$ cat src/rtl/config_loader.sv
// config_loader: streams bitstream words LSB-first into a fabric scan chain.
// Build option: `define CFG_PARITY_EN adds the word_par port and the sticky parity error.
module config_loader #(
  parameter int WORD_WIDTH = 8,
  parameter int CHAIN_LEN  = 160
) (
  input  logic                  clk,
  input  logic                  rst_n,
  input  logic                  start,
  input  logic [WORD_WIDTH-1:0] word_in,
  input  logic                  word_valid,
`ifdef CFG_PARITY_EN
  input  logic                  word_par,
`endif
  output logic                  word_ready,
  output logic                  scan_out,
  output logic                  scan_en,
  output logic                  busy,
  output logic                  done,
  output logic                  err
);
  // state | meaning
  // IDLE  | no load pending; waits for start
  // FETCH | waiting on word_valid; chain holds
  // SHIFT | presenting one word's bits on scan_out, one per cycle
  // DONE  | whole chain loaded; done held until the next start

  localparam int CW = $clog2(CHAIN_LEN + 1);
  localparam int LW = $clog2(WORD_WIDTH + 1);
  localparam logic [CW-1:0] CHAIN_END = CW'(CHAIN_LEN);

  typedef enum logic [1:0] {IDLE, FETCH, SHIFT, DONE} state_t;

  state_t                state;
  logic [CW-1:0]         bit_cnt;
  logic [LW-1:0]         word_left;
  logic [WORD_WIDTH-1:0] shift_reg;
  logic [WORD_WIDTH-1:0] shift_nxt;
  logic [CW-1:0]         cnt_nxt;
  logic [LW-1:0]         word_bits;

  // The final word may be only partially used; its surplus high bits never shift out.
  always_comb begin
    shift_nxt = shift_reg >> 1;
    cnt_nxt   = bit_cnt + CW'(1);
    if ((CHAIN_LEN - int'(bit_cnt)) < WORD_WIDTH)
      word_bits = LW'(CHAIN_LEN - int'(bit_cnt));
    else
      word_bits = LW'(WORD_WIDTH);
  end

  always_ff @(posedge clk or negedge rst_n) begin
    if (!rst_n) begin
      state      <= IDLE;
      bit_cnt    <= '0;
      word_left  <= '0;
      shift_reg  <= '0;
      word_ready <= 1'b0;
      scan_out   <= 1'b0;
      scan_en    <= 1'b0;
      busy       <= 1'b0;
      done       <= 1'b0;
`ifdef CFG_PARITY_EN
      err        <= 1'b0;
`endif
    end else begin
      case (state)
        IDLE, DONE: begin
          if (start) begin
            state      <= FETCH;
            bit_cnt    <= '0;
            word_ready <= 1'b1;
            busy       <= 1'b1;
            done       <= 1'b0;
`ifdef CFG_PARITY_EN
            err        <= 1'b0;
`endif
          end
        end
        FETCH: begin
          if (word_valid) begin
`ifdef CFG_PARITY_EN
            if ((^word_in) != word_par) begin
              state      <= IDLE;
              err        <= 1'b1;
              word_ready <= 1'b0;
              busy       <= 1'b0;
            end else
`endif
            begin
              state      <= SHIFT;
              shift_reg  <= word_in;
              word_left  <= word_bits;
              word_ready <= 1'b0;
              scan_en    <= 1'b1;
              scan_out   <= word_in[0];
            end
          end
        end
        SHIFT: begin
          bit_cnt <= cnt_nxt;
          if (word_left == LW'(1)) begin
            scan_en  <= 1'b0;
            scan_out <= 1'b0;
            if (cnt_nxt == CHAIN_END) begin
              state <= DONE;
              busy  <= 1'b0;
              done  <= 1'b1;
            end else begin
              state      <= FETCH;
              word_ready <= 1'b1;
            end
          end else begin
            word_left <= word_left - LW'(1);
            shift_reg <= shift_nxt;
            scan_out  <= shift_nxt[0];
          end
        end
        default: state <= IDLE;
      endcase
    end
  end

`ifndef CFG_PARITY_EN
  assign err = 1'b0;
`endif

endmodule

$ cat config.mk
export PLATFORM = sky130hd
export DESIGN_NAME = config_loader
export DESIGN_NICKNAME = d
export VERILOG_FILES = /design/src/rtl/config_loader.sv
export SDC_FILE = /design/constraint.sdc
export NUM_CORES = 1
export LEC_CHECK = 0
export ABC_CLOCK_PERIOD_IN_PS = 2650
export BUFFER_PORTS_ARGS = -buffer_cell sky130_fd_sc_hd__buf_2
export CORE_MARGIN = 3
export CORE_UTILIZATION = 41
export CTS_CLUSTER_DIAMETER = 200
export DETAILED_ROUTE_END_ITERATION = 12
export GPL_TIMING_DRIVEN = 0
export PLACE_DENSITY = 0.67
export SYNTH_ARGS = -nofsm -noshare
export SYNTH_HDL_FRONTEND = slang
export SYNTH_SLANG_ARGS = --single-unit
$ cat constraint.sdc
create_clock -name clk -period 2.65 [get_ports clk]
set_input_delay 0.53 -clock clk [delete_from_list [all_inputs] [get_ports clk]]
set_output_delay 0.53 -clock clk [all_outputs]
set_load 0.02 [all_outputs]
==> impl_metrics.tcl, run 1 <==
set metrics [dict create \
    status "finished, final reports clean" \
    drc 0 \
    drive_gt1_frac 0.198 \
    r2r_start "state[1]$_DFFE_PN0P_" \
    final.min_clock_period_ns 1.92 \
    gp_congestion 0.801 \
    cts_hold_buf 0 \
    slew_headroom 0.606 \
    r2r-end "word_left[3]$_DFFE_PN0P_" \
    finalSetupTns_ns 0 \
    yosysMostFrequentCell "dfrtp_1" \
    grt_pass1_vias 1242 \
    wl_um 3270 \
    cp_max_fo 9 \
    maxCapViolCount 0 \
    crit_required_ns 2.81 \
    synth_seq_area_share 0.402 \
    synthTopCellsByArea "dfrtp_1 40%, o21ai_0 6.5%, mux2i_1 6.2%, nand2_1 5.1%, ha_1 4.6%" \
    critical_path_arrival_ns 2.07 \
    async_reset_ff_frac 1.00 \
    fmax_mhz 522 \
    power.density_mw_per_mm2 938 \
    synth-edff-count 0 \
    io_pins 18 \
    clk_pin_slew_ns 0.10 \
    ys_ff_latch 26 \
    fin_util 0.485 \
    first_pass_iters 4 \
    fin_crit_sh 0.723 \
    grt_pass1_wl_um 5770 \
    num_rows 22 \
    critPathBufInv 2 \
    cts.sinks 26 \
    postCtsSetupRepairBufs 0 \
    fillerInstances 383 \
    antenna-diode-count 0 \
    cp_slowest_stage_delay_ns 0.52 \
    fin_skew_ns 0.00823 \
    clk_latency_ns 0.28 \
    cts_buffers 3 \
    avgSynthCellArea_um2 9.15 \
    ir_drop_v 0.000545 \
    place_ws_ns 0.742 \
    syn2layout_area_growth_pct 12.1 \
    r2r_cells 8 \
    fin_hold_ws_ns 0.231 \
    antenna_found_initial 0 \
    initial_utilization 0.432 \
    cts_resized 0 \
    largest_register_ffs 8 \
    dieWidth_um 68.8 \
    ys_warn_count 0 \
    setup_viol 0 \
    grt_max_degree 27 \
    grt_overflow 0 \
    rsz0062_at_grt "false" \
    yosysTopAreaCell "dfrtp_1" \
    p_leak_nw 0.795 \
    final_cell_area_mm2 0.00181 \
    setup_ws_ns 0.735 \
    startpoint_type "flop" \
    place_hpwl_um 2400 \
    io_buffers 16 \
    core_area_mm2 0.00374 \
    slew_violations 0 \
    tightest_slew_ns 0.587 \
    syn_nets 195 \
    clock-root-buffer "clkbuf_8" \
    viasPerCell 5.33 \
    cts_buffer_depth 2 \
    wl_per_cell_um 13.3 \
    fin_nets 216 \
    crit_start "state[1]$_DFFE_PN0P_" \
    yosysUniqueCellTypes 51 \
    synthCells 177 \
    synth_top_area_frac 0.402 \
    crit_family "compound AO/OA/AOI/OAI gates" \
    vias 1305 \
    fp.dieH_um 68.8 \
    synth_ff_type "dfrtp_1" \
    slowest_stage "a211oi_1" \
    final_hold_viol_count 0 \
    dieArea_mm2 0.00474 \
    reg2reg_setup_slack_ns 0.73 \
    grt_use_total 0.163 \
    postRouteAntennaNets 0 \
    cp_cell_sequence "inv_1 -> ha_1 -> buf_2 -> nor2b_1 -> a211oi_1 -> nand3_1 -> o21ai_0 -> a221oi_1" \
    hold_class "primary input to asynchronous set/reset pin" \
    drtIter0Drc 118 \
    path_class "flop to flop" \
    cts_tree "yes" \
    synth_area_mm2 0.00162 \
    htree_num_levels 1 \
    ys_top_cells_by_count "26 x dfrtp_1, 22 x nand2_1, 21 x o21ai_0" \
    postPlaceCellArea_mm2 0.00176 \
    crit_path_end_kind "flop" \
]
cell families (layout without fill, tap and decap cells):
group / count (synthesis) / after routing / share of synthesized area
other: 1 / 1 / 0.00232
buffers and inverters: 22 / 42 / 0.0688
adders and majority gates: 6 / 6 / 0.0464
and+or+nand+nor: 63 / 63 / 0.209
DFF: 26 / 26 / 0.402
muxes: 11 / 11 / 0.0688
AOI/OAI and AO/OA: 44 / 44 / 0.181
xor gates and xnor gates: 4 / 4 / 0.0216
final cells by class:
cell class,instances,area (µm²),share of cell area
clock buffer,4,55.1,0.0303
sequential,26,651,0.359
buffer,11,70.1,0.0386
multi-input combinational,129,857,0.472
tap,48,60.1,0.0331
timing repair buffer,16,80.1,0.0441
inverter,11,41.3,0.0228
layer usage:
metal	wire (µm)	track usage	share of wire
met2	1430	0.248	0.44
met5	0	0	0
met3	152	0.0421	0.047
met4	44	0.0535	0.013
met1	1640	0.226	0.50
worst max path at each step:
| stage | cells after the start | slack, ns | end |
|---|---|---|---|
| detailed placement | 8 | 0.74 | word_left[3]$_DFFE_PN0P_ |
| global placement | 8 | 0.72 | word_left[3]$_DFFE_PN0P_ |
| CTS | 8 | 0.72 | word_left[3]$_DFFE_PN0P_ |
| finish | 8 | 0.73 | word_left[3]$_DFFE_PN0P_ |
| global route | 8 | 0.58 | word_left[3]$_DFFE_PN0P_ |
| floorplan | 8 | 0.96 | word_left[3]$_DFFE_PN0P_ |
layout by cell type (no fill, tap or decap), types with 3 or more instances in the layout:
master and instances:
buf_2 20, nor3_1 3, inv_1 11, xor2_1 3
mux2i_1 10, nand2b_1 3, clkbuf_8 4, o21ai_0 21
nand2_1 22, nand3_1 7, nor2_1 13, ha_1 6
dfrtp_1 26
report_power, final:
part | internal, W | leakage (nW) | total (W) | switching [W]
Clock | 0.000133 | 0.0288 | 0.000268 | 0.000134
Sequential | 0.000522 | 0.324 | 0.000605 | 0.0000828
Combinational | 0.000334 | 0.442 | 0.000829 | 0.000496
Total | 0.000989 | 0.795 | 0.00170 | 0.000713
through the flow:
stage,power [W],instances
6_report,0.00170,245
5_1_grt,0.00186,245
4_1_cts,0.00172,245
3_5_place_dp,0.00145,241
3_3_place_gp,0.00143,241
2_1_floorplan,0.00126,177
No activity file was read; power rests on OpenSTA's default activity.
==> run 2: changes to the inputs <==
--- a/config.mk
+++ b/config.mk
@@ -5,7 +5,8 @@
 export SDC_FILE = /design/constraint.sdc
 export NUM_CORES = 1
 export LEC_CHECK = 0
-export ABC_CLOCK_PERIOD_IN_PS = 2650
+export ABC_AREA = 1
+export ABC_CLOCK_PERIOD_IN_PS = 1900
 export BUFFER_PORTS_ARGS = -buffer_cell sky130_fd_sc_hd__buf_2
 export CORE_MARGIN = 3
 export CORE_UTILIZATION = 41
==> constraint.sdc (replaced) <==
create_clock -name clk -period 1.9 [get_ports clk]
set_input_delay 0.38 -clock clk [delete_from_list [all_inputs] [get_ports clk]]
set_output_delay 0.38 -clock clk [all_outputs]
set_load 0.02 [all_outputs]
==> run 2 against run 1 <==
Against the previous run: count of clock-buffer cells in the layout shrank 1; synthesized cell count grew 26%; highest routed layer unchanged; sequential share of layout area shrank 0.22 points; worst hold slack lost 0.14 ns; power grew 52%; largest power group unchanged; clock power grew 71%; die area shrank 0.42%; combinational power grew 51%.
==> impl_metrics.tcl, run 2 <==
set metrics [dict create \
    power.density_mw_per_mm2 1420 \
    async_reset_ff_frac 1.00 \
    drc 0 \
    ir_drop_v 0.000899 \
    num_rows 22 \
    r2r_cells 10 \
    rsz0062_at_grt "false" \
    yosysMostFrequentCell "nand2_1" \
    crit_path_end_kind "flop" \
    cp_cell_sequence "ha_1 -> nand3_1 -> o21ai_0 -> nand2_1 -> nor2_1 -> nand2_1 -> nand2_2 -> nand3_1 -> nand2_1 -> nand2_1" \
    ys_top_cells_by_count "68 x nand2_1, 26 x dfrtp_1, 25 x nor2_1" \
    grt_use_total 0.153 \
    slew_violations 0 \
    synth_seq_area_share 0.404 \
    fin_hold_ws_ns 0.0943 \
    crit_top_cell "nand2_1" \
    final.min_clock_period_ns 1.67 \
    syn2layout_area_growth_pct 13.3 \
    yosysUniqueCellTypes 28 \
    hold_class "primary input to asynchronous set/reset pin" \
    initial_utilization 0.434 \
    final_cell_count_no_fill 291 \
    startpoint_type "flop" \
    viasPerCell 4.96 \
    finalPower_w 0.00259 \
    dieArea_mm2 0.00472 \
    syn_nets 241 \
    cts_buffers 3 \
    first_pass_iters 4 \
    place_hpwl_um 2510 \
    clk_pin_slew_ns 0.10 \
    final_common_cell "nand2_1" \
    setup_viol 0 \
    antenna-diode-count 0 \
    crit_required_ns 2.06 \
    yosysTopAreaCell "dfrtp_1" \
    maxCapViolCount 0 \
    gp_congestion 0.860 \
    seqCellArea_um2 651 \
    reg2reg_setup_slack_ns 0.23 \
    core_area_mm2 0.00372 \
    vias 1442 \
    avgSynthCellArea_um2 7.23 \
    finalSetupTns_ns 0 \
    clock-root-buffer "clkbuf_8" \
    final_cell_mix "68 x nand2_1, 26 x dfrtp_1, 25 x nor2_1" \
    cts_hold_buf 0 \
    status "finished, final reports clean" \
    dieWidth_um 68.7 \
    cts.sinks 26 \
    synthCells 223 \
    slowest_stage "dfrtp_1" \
    tightest_slew_ns 0.586 \
    critical_path_arrival_ns 1.83 \
    grt_pass1_vias 1301 \
    wl_um 3300 \
    fillerInstances 398 \
    synth-edff-count 0 \
    synth_top_area_frac 0.404 \
    grt_pass1_wl_um 5590 \
    drive_gt1_frac 0.160 \
    clk_latency_ns 0.27 \
    io_pins 18 \
    fin_crit_sh 0.880 \
    htree_num_levels 1 \
    cp_max_fo 5 \
    p_leak_nw 0.913 \
    synth_ff_type "dfrtp_1" \
    r2r-end "busy$_DFFE_PN0P_" \
    cp_slowest_stage_delay_ns 0.46 \
    fin_skew_ns 0.0110 \
    ys_ff_latch 26 \
    crit_family "simple AND/OR/NAND/NOR gates" \
    final_hold_viol_count 0 \
    multi_input_area_um2 823 \
    post-place-cells 287 \
    wl_per_cell_um 11.3 \
    critPathBufInv 0 \
    fin_nets 262 \
    grt_overflow 0 \
    slew_headroom 0.609 \
    synth_area_mm2 0.00161 \
    drtIter0Drc 92 \
    r2r_start "bit_cnt[1]$_DFFE_PN0P_" \
    fmax_mhz 598 \
    antenna_found_initial 0 \
    cts_tree "yes" \
    postRouteAntennaNets 0 \
    ys_warn_count 0 \
    synthTopCellsByArea "dfrtp_1 40%, nand2_1 16%, nor2_1 5.8%, nand3_1 5.3%, ha_1 4.7%" \
    grt_max_degree 27 \
    path_class "flop to flop" \
    fp.dieH_um 68.7 \
    largest_register_ffs 8 \
    io_buffers 16 \
    cts_buffer_depth 2 \
]
-- run 2: final cells by class --
class                           count  area share
Buffer                              8      0.0281
Clock buffer                        3      0.0226
Clock inverter                      1      0.0164
Inverter                           23      0.0487
Multi-Input combinational cell    166       0.451
Sequential cell                    26       0.356
Tap cell                           48      0.0329
Timing Repair Buffer               16      0.0439
-- run 2: timing repair --
action	CTS	global route
resized for setup	0	1
setup endpoints to repair	0	4
setup buffers	0	0
-- run 2: how the worst max path moves through the flow --
stage	slack (ns)	start	end	cells after the start
4_1_cts	0.12	state[0]$_DFFE_PN0P_	shift_reg[6]$_DFFE_PN0P_	9
3_5_place_dp	0.14	state[0]$_DFFE_PN0P_	shift_reg[6]$_DFFE_PN0P_	9
5_1_grt	0.02	bit_cnt[0]$_DFFE_PN0P_	word_left[0]$_DFFE_PN0P_	10
3_3_place_gp	0.15	state[0]$_DFFE_PN0P_	shift_reg[6]$_DFFE_PN0P_	10
6_report	0.23	bit_cnt[1]$_DFFE_PN0P_	busy$_DFFE_PN0P_	10
2_1_floorplan	0.40	state[0]$_DFFE_PN0P_	shift_reg[6]$_DFFE_PN0P_	10
-- run 2: metal layers --
layer,vias up,part of all wire,GRT usage
met5,-,0,0
met1,645,0.51,0.217
met4,0,0.017,0.0608
met2,30,0.44,0.238
met3,6,0.034,0.0178
li1,761,-,-
-- run 2: cells by family (layout without fill, tap and decap cells) --
kind of cell             after synthesis  in the layout  synth area share
AND/OR/NAND/NOR                      123            123             0.325
AO/OA/AOI/OAI                         34             34             0.123
buffers and inverters                 31             51            0.0870
flip-flops                            26             26             0.404
adder cells (fa/ha/maj)                6              6            0.0466
other                                  1              1           0.00233
XOR/XNOR                               1              1           0.00544
multiplexers                           1              1           0.00699
-- run 2: per-stage QoR --
stage / instance area (µm²) / utilization / worst slack, ns
after floorplan: 1610 / - / 0.403
after global placement: 1750 / 0.471 / 0.152
after detailed placement: 1750 / 0.471 / 0.141
after CTS: 1820 / 0.491 / 0.123
after global routing: 1830 / 0.491 / 0.0240
final: 1830 / 0.491 / 0.228
-- run 2: worst register-to-register path, cell delays in order (launching register included) --
cell	delay (ns)
dfrtp_1	0.46
ha_1	0.22
nand3_1	0.13
o21ai_0	0.17
nand2_1	0.08
nor2_1	0.14
nand2_1	0.08
nand2_2	0.07
nand3_1	0.09
nand2_1	0.07
nand2_1	0.05
-- run 2: power by group --
part / internal, W / switching, W / total (W) / leakage, nW
logic: 0.000460 / 0.000788 / 0.00125 / 0.558
clock network: 0.000282 / 0.000175 / 0.000457 / 0.0357
registers: 0.000756 / 0.000133 / 0.000888 / 0.319
==> run 3: changes to the inputs <==
--- a/config.mk
+++ b/config.mk
@@ -14,6 +14,7 @@
 export DETAILED_ROUTE_END_ITERATION = 12
 export GPL_TIMING_DRIVEN = 0
 export PLACE_DENSITY = 0.67
+export RECOVER_POWER = 25
 export SYNTH_ARGS = -nofsm -noshare
 export SYNTH_HDL_FRONTEND = slang
 export SYNTH_SLANG_ARGS = --single-unit
==> run 3 against run 2 <==
Against the previous run: global-route usage stayed put; power is essentially flat; count of clock-buffer cells in the layout stayed put; sequential power hardly changed; cell area about the same; clock power barely moved; setup slack is essentially flat; cell count is the same; register-to-register slack is essentially flat; largest power group unchanged; highest routed layer unchanged.
==> impl_metrics.tcl, run 3 (synthesis gave the netlist of run 2 again) <==
set metrics [dict create \
    status "finished, final reports clean" \
    cts_resized 0 \
    drtIter0Drc 92 \
    maxCapViolCount 0 \
    grt_pass1_wl_um 5590 \
    p_leak_nw 0.910 \
    cp_slowest_stage_delay_ns 0.46 \
    cts_buffers 3 \
    crit_path_end_kind "flop" \
    final_cell_mix "68 x nand2_1, 26 x dfrtp_1, 25 x nor2_1" \
    cts.sinks 26 \
    gp_congestion 0.860 \
    clk_latency_ns 0.27 \
    htree_num_levels 1 \
    startpoint_type "flop" \
    min_path_cells 3 \
    initial_utilization 0.434 \
    final_hold_viol_count 0 \
    tightest_slew_ns 1.40 \
    fin_util 0.491 \
    fin_skew_ns 0.0110 \
    fin_crit_sh 0.880 \
    cp_cell_sequence "ha_1 -> nand3_1 -> o21ai_0 -> nand2_1 -> nor2_1 -> nand2_1 -> nand2_2 -> nand3_1 -> nand2_1 -> nand2_1" \
    viasPerCell 4.96 \
    hold_start "word_in[3]" \
    slew_violations 0 \
    crit_top_cell "nand2_1" \
    finalSetupTns_ns 0 \
    dieWidth_um 68.7 \
    grt_overflow 0 \
    slew_headroom 0.0667 \
    slowest_stage "dfrtp_1" \
    postCtsSetupRepairBufs 0 \
    place_hpwl_um 2510 \
    drc 0 \
    clk_pin_slew_ns 0.10 \
    r2r-end "busy$_DFFE_PN0P_" \
    cts_tree "yes" \
    power.density_mw_per_mm2 1420 \
    dieArea_mm2 0.00472 \
    largest_register_ffs 8 \
    postRouteAntennaNets 0 \
    grt_max_degree 27 \
    final.min_clock_period_ns 1.67 \
    cts_buffer_depth 2 \
    num_rows 22 \
    grt_use_total 0.153 \
    cp_max_fo 5 \
    wl_um 3300 \
    r2r_cells 10 \
    hold_class "primary input to flop" \
    io_buffers 16 \
    drive_gt1_frac 0.156 \
    wl_per_cell_um 11.3 \
    fin_hold_ws_ns 0.349 \
    crit_required_ns 2.06 \
    first_pass_iters 4 \
    io_pins 18 \
    clock-root-buffer "clkbuf_8" \
    grt_pass1_vias 1301 \
    vias 1442 \
    holdPathEnd "shift_reg[3]$_DFFE_PN0P_" \
    antenna-diode-count 0 \
    fin_nets 262 \
    syn2layout_area_growth_pct 13.2 \
    rsz0062_at_grt "false" \
    fp.dieH_um 68.7 \
    r2r_start "bit_cnt[1]$_DFFE_PN0P_" \
    core_area_mm2 0.00372 \
    final_common_cell "nand2_1" \
    setup_viol 0 \
    reg2reg_setup_slack_ns 0.23 \
    path_class "flop to flop" \
    critical_path_arrival_ns 1.83 \
    ir_drop_v 0.000899 \
    finalPower_w 0.00259 \
    cts_hold_buf 0 \
    fmax_mhz 598 \
    antenna_found_initial 0 \
]
run 3: cell count changes in the layout (fill, tap and decap cells not counted), sizes merged:
cell,before,now
buf,23,22
clkbuf,4,5
run 3: worst max-delay path by stage:
| stage | start | end | slack (ns) | depth (start not counted) |
|---|---|---|---|---|
| final | bit_cnt[1]$_DFFE_PN0P_ | busy$_DFFE_PN0P_ | 0.23 | 10 |
| after global routing | bit_cnt[0]$_DFFE_PN0P_ | word_left[0]$_DFFE_PN0P_ | 0.02 | 10 |
| after CTS | state[0]$_DFFE_PN0P_ | shift_reg[6]$_DFFE_PN0P_ | 0.12 | 9 |
| after detailed placement | state[0]$_DFFE_PN0P_ | shift_reg[6]$_DFFE_PN0P_ | 0.14 | 9 |
| after global placement | state[0]$_DFFE_PN0P_ | shift_reg[6]$_DFFE_PN0P_ | 0.15 | 10 |
| after floorplan | state[0]$_DFFE_PN0P_ | shift_reg[6]$_DFFE_PN0P_ | 0.40 | 10 |
run 3: cell type report:
type,instances,area [µm²]
clock buffers,3,41.3
repair buffers,16,78.8
inverters,23,88.8
plain buffers,8,51.3
flip-flops and latches,26,651
multi-input cells,166,823
well taps,48,60.1
fillers,398,1890
clock inverters,1,30.0
run 3: stage by stage:
stage,worst slack [ns],instances,area [µm²]
global route,0.0240,291,1820
detailed placement,0.141,287,1750
finish,0.228,291,1820
floorplan,0.403,223,1610
global placement,0.152,287,1750
CTS,0.123,291,1820
run 3: power breakdown:
part | switching, W | total, W | internal [W]
Sequential | 0.000133 | 0.000888 | 0.000756
Clock | 0.000175 | 0.000457 | 0.000282
Combinational | 0.000788 | 0.00125 | 0.000459
Total | 0.00110 | 0.00259 | 0.00150
run 3: critical path: cells and delay by family (launching register included):
kind                       cells  cell delay (ns)
DFF                            1             0.46
adders and majority gates      1             0.22
AOI/OAI and AO/OA              1             0.17
and+or+nand+nor                8             0.71
run 3: layer usage:
metal,wire length [µm],global-route usage
met5,0,0
met4,57,0.0608
met3,111,0.0178
met2,1440,0.238
met1,1690,0.217
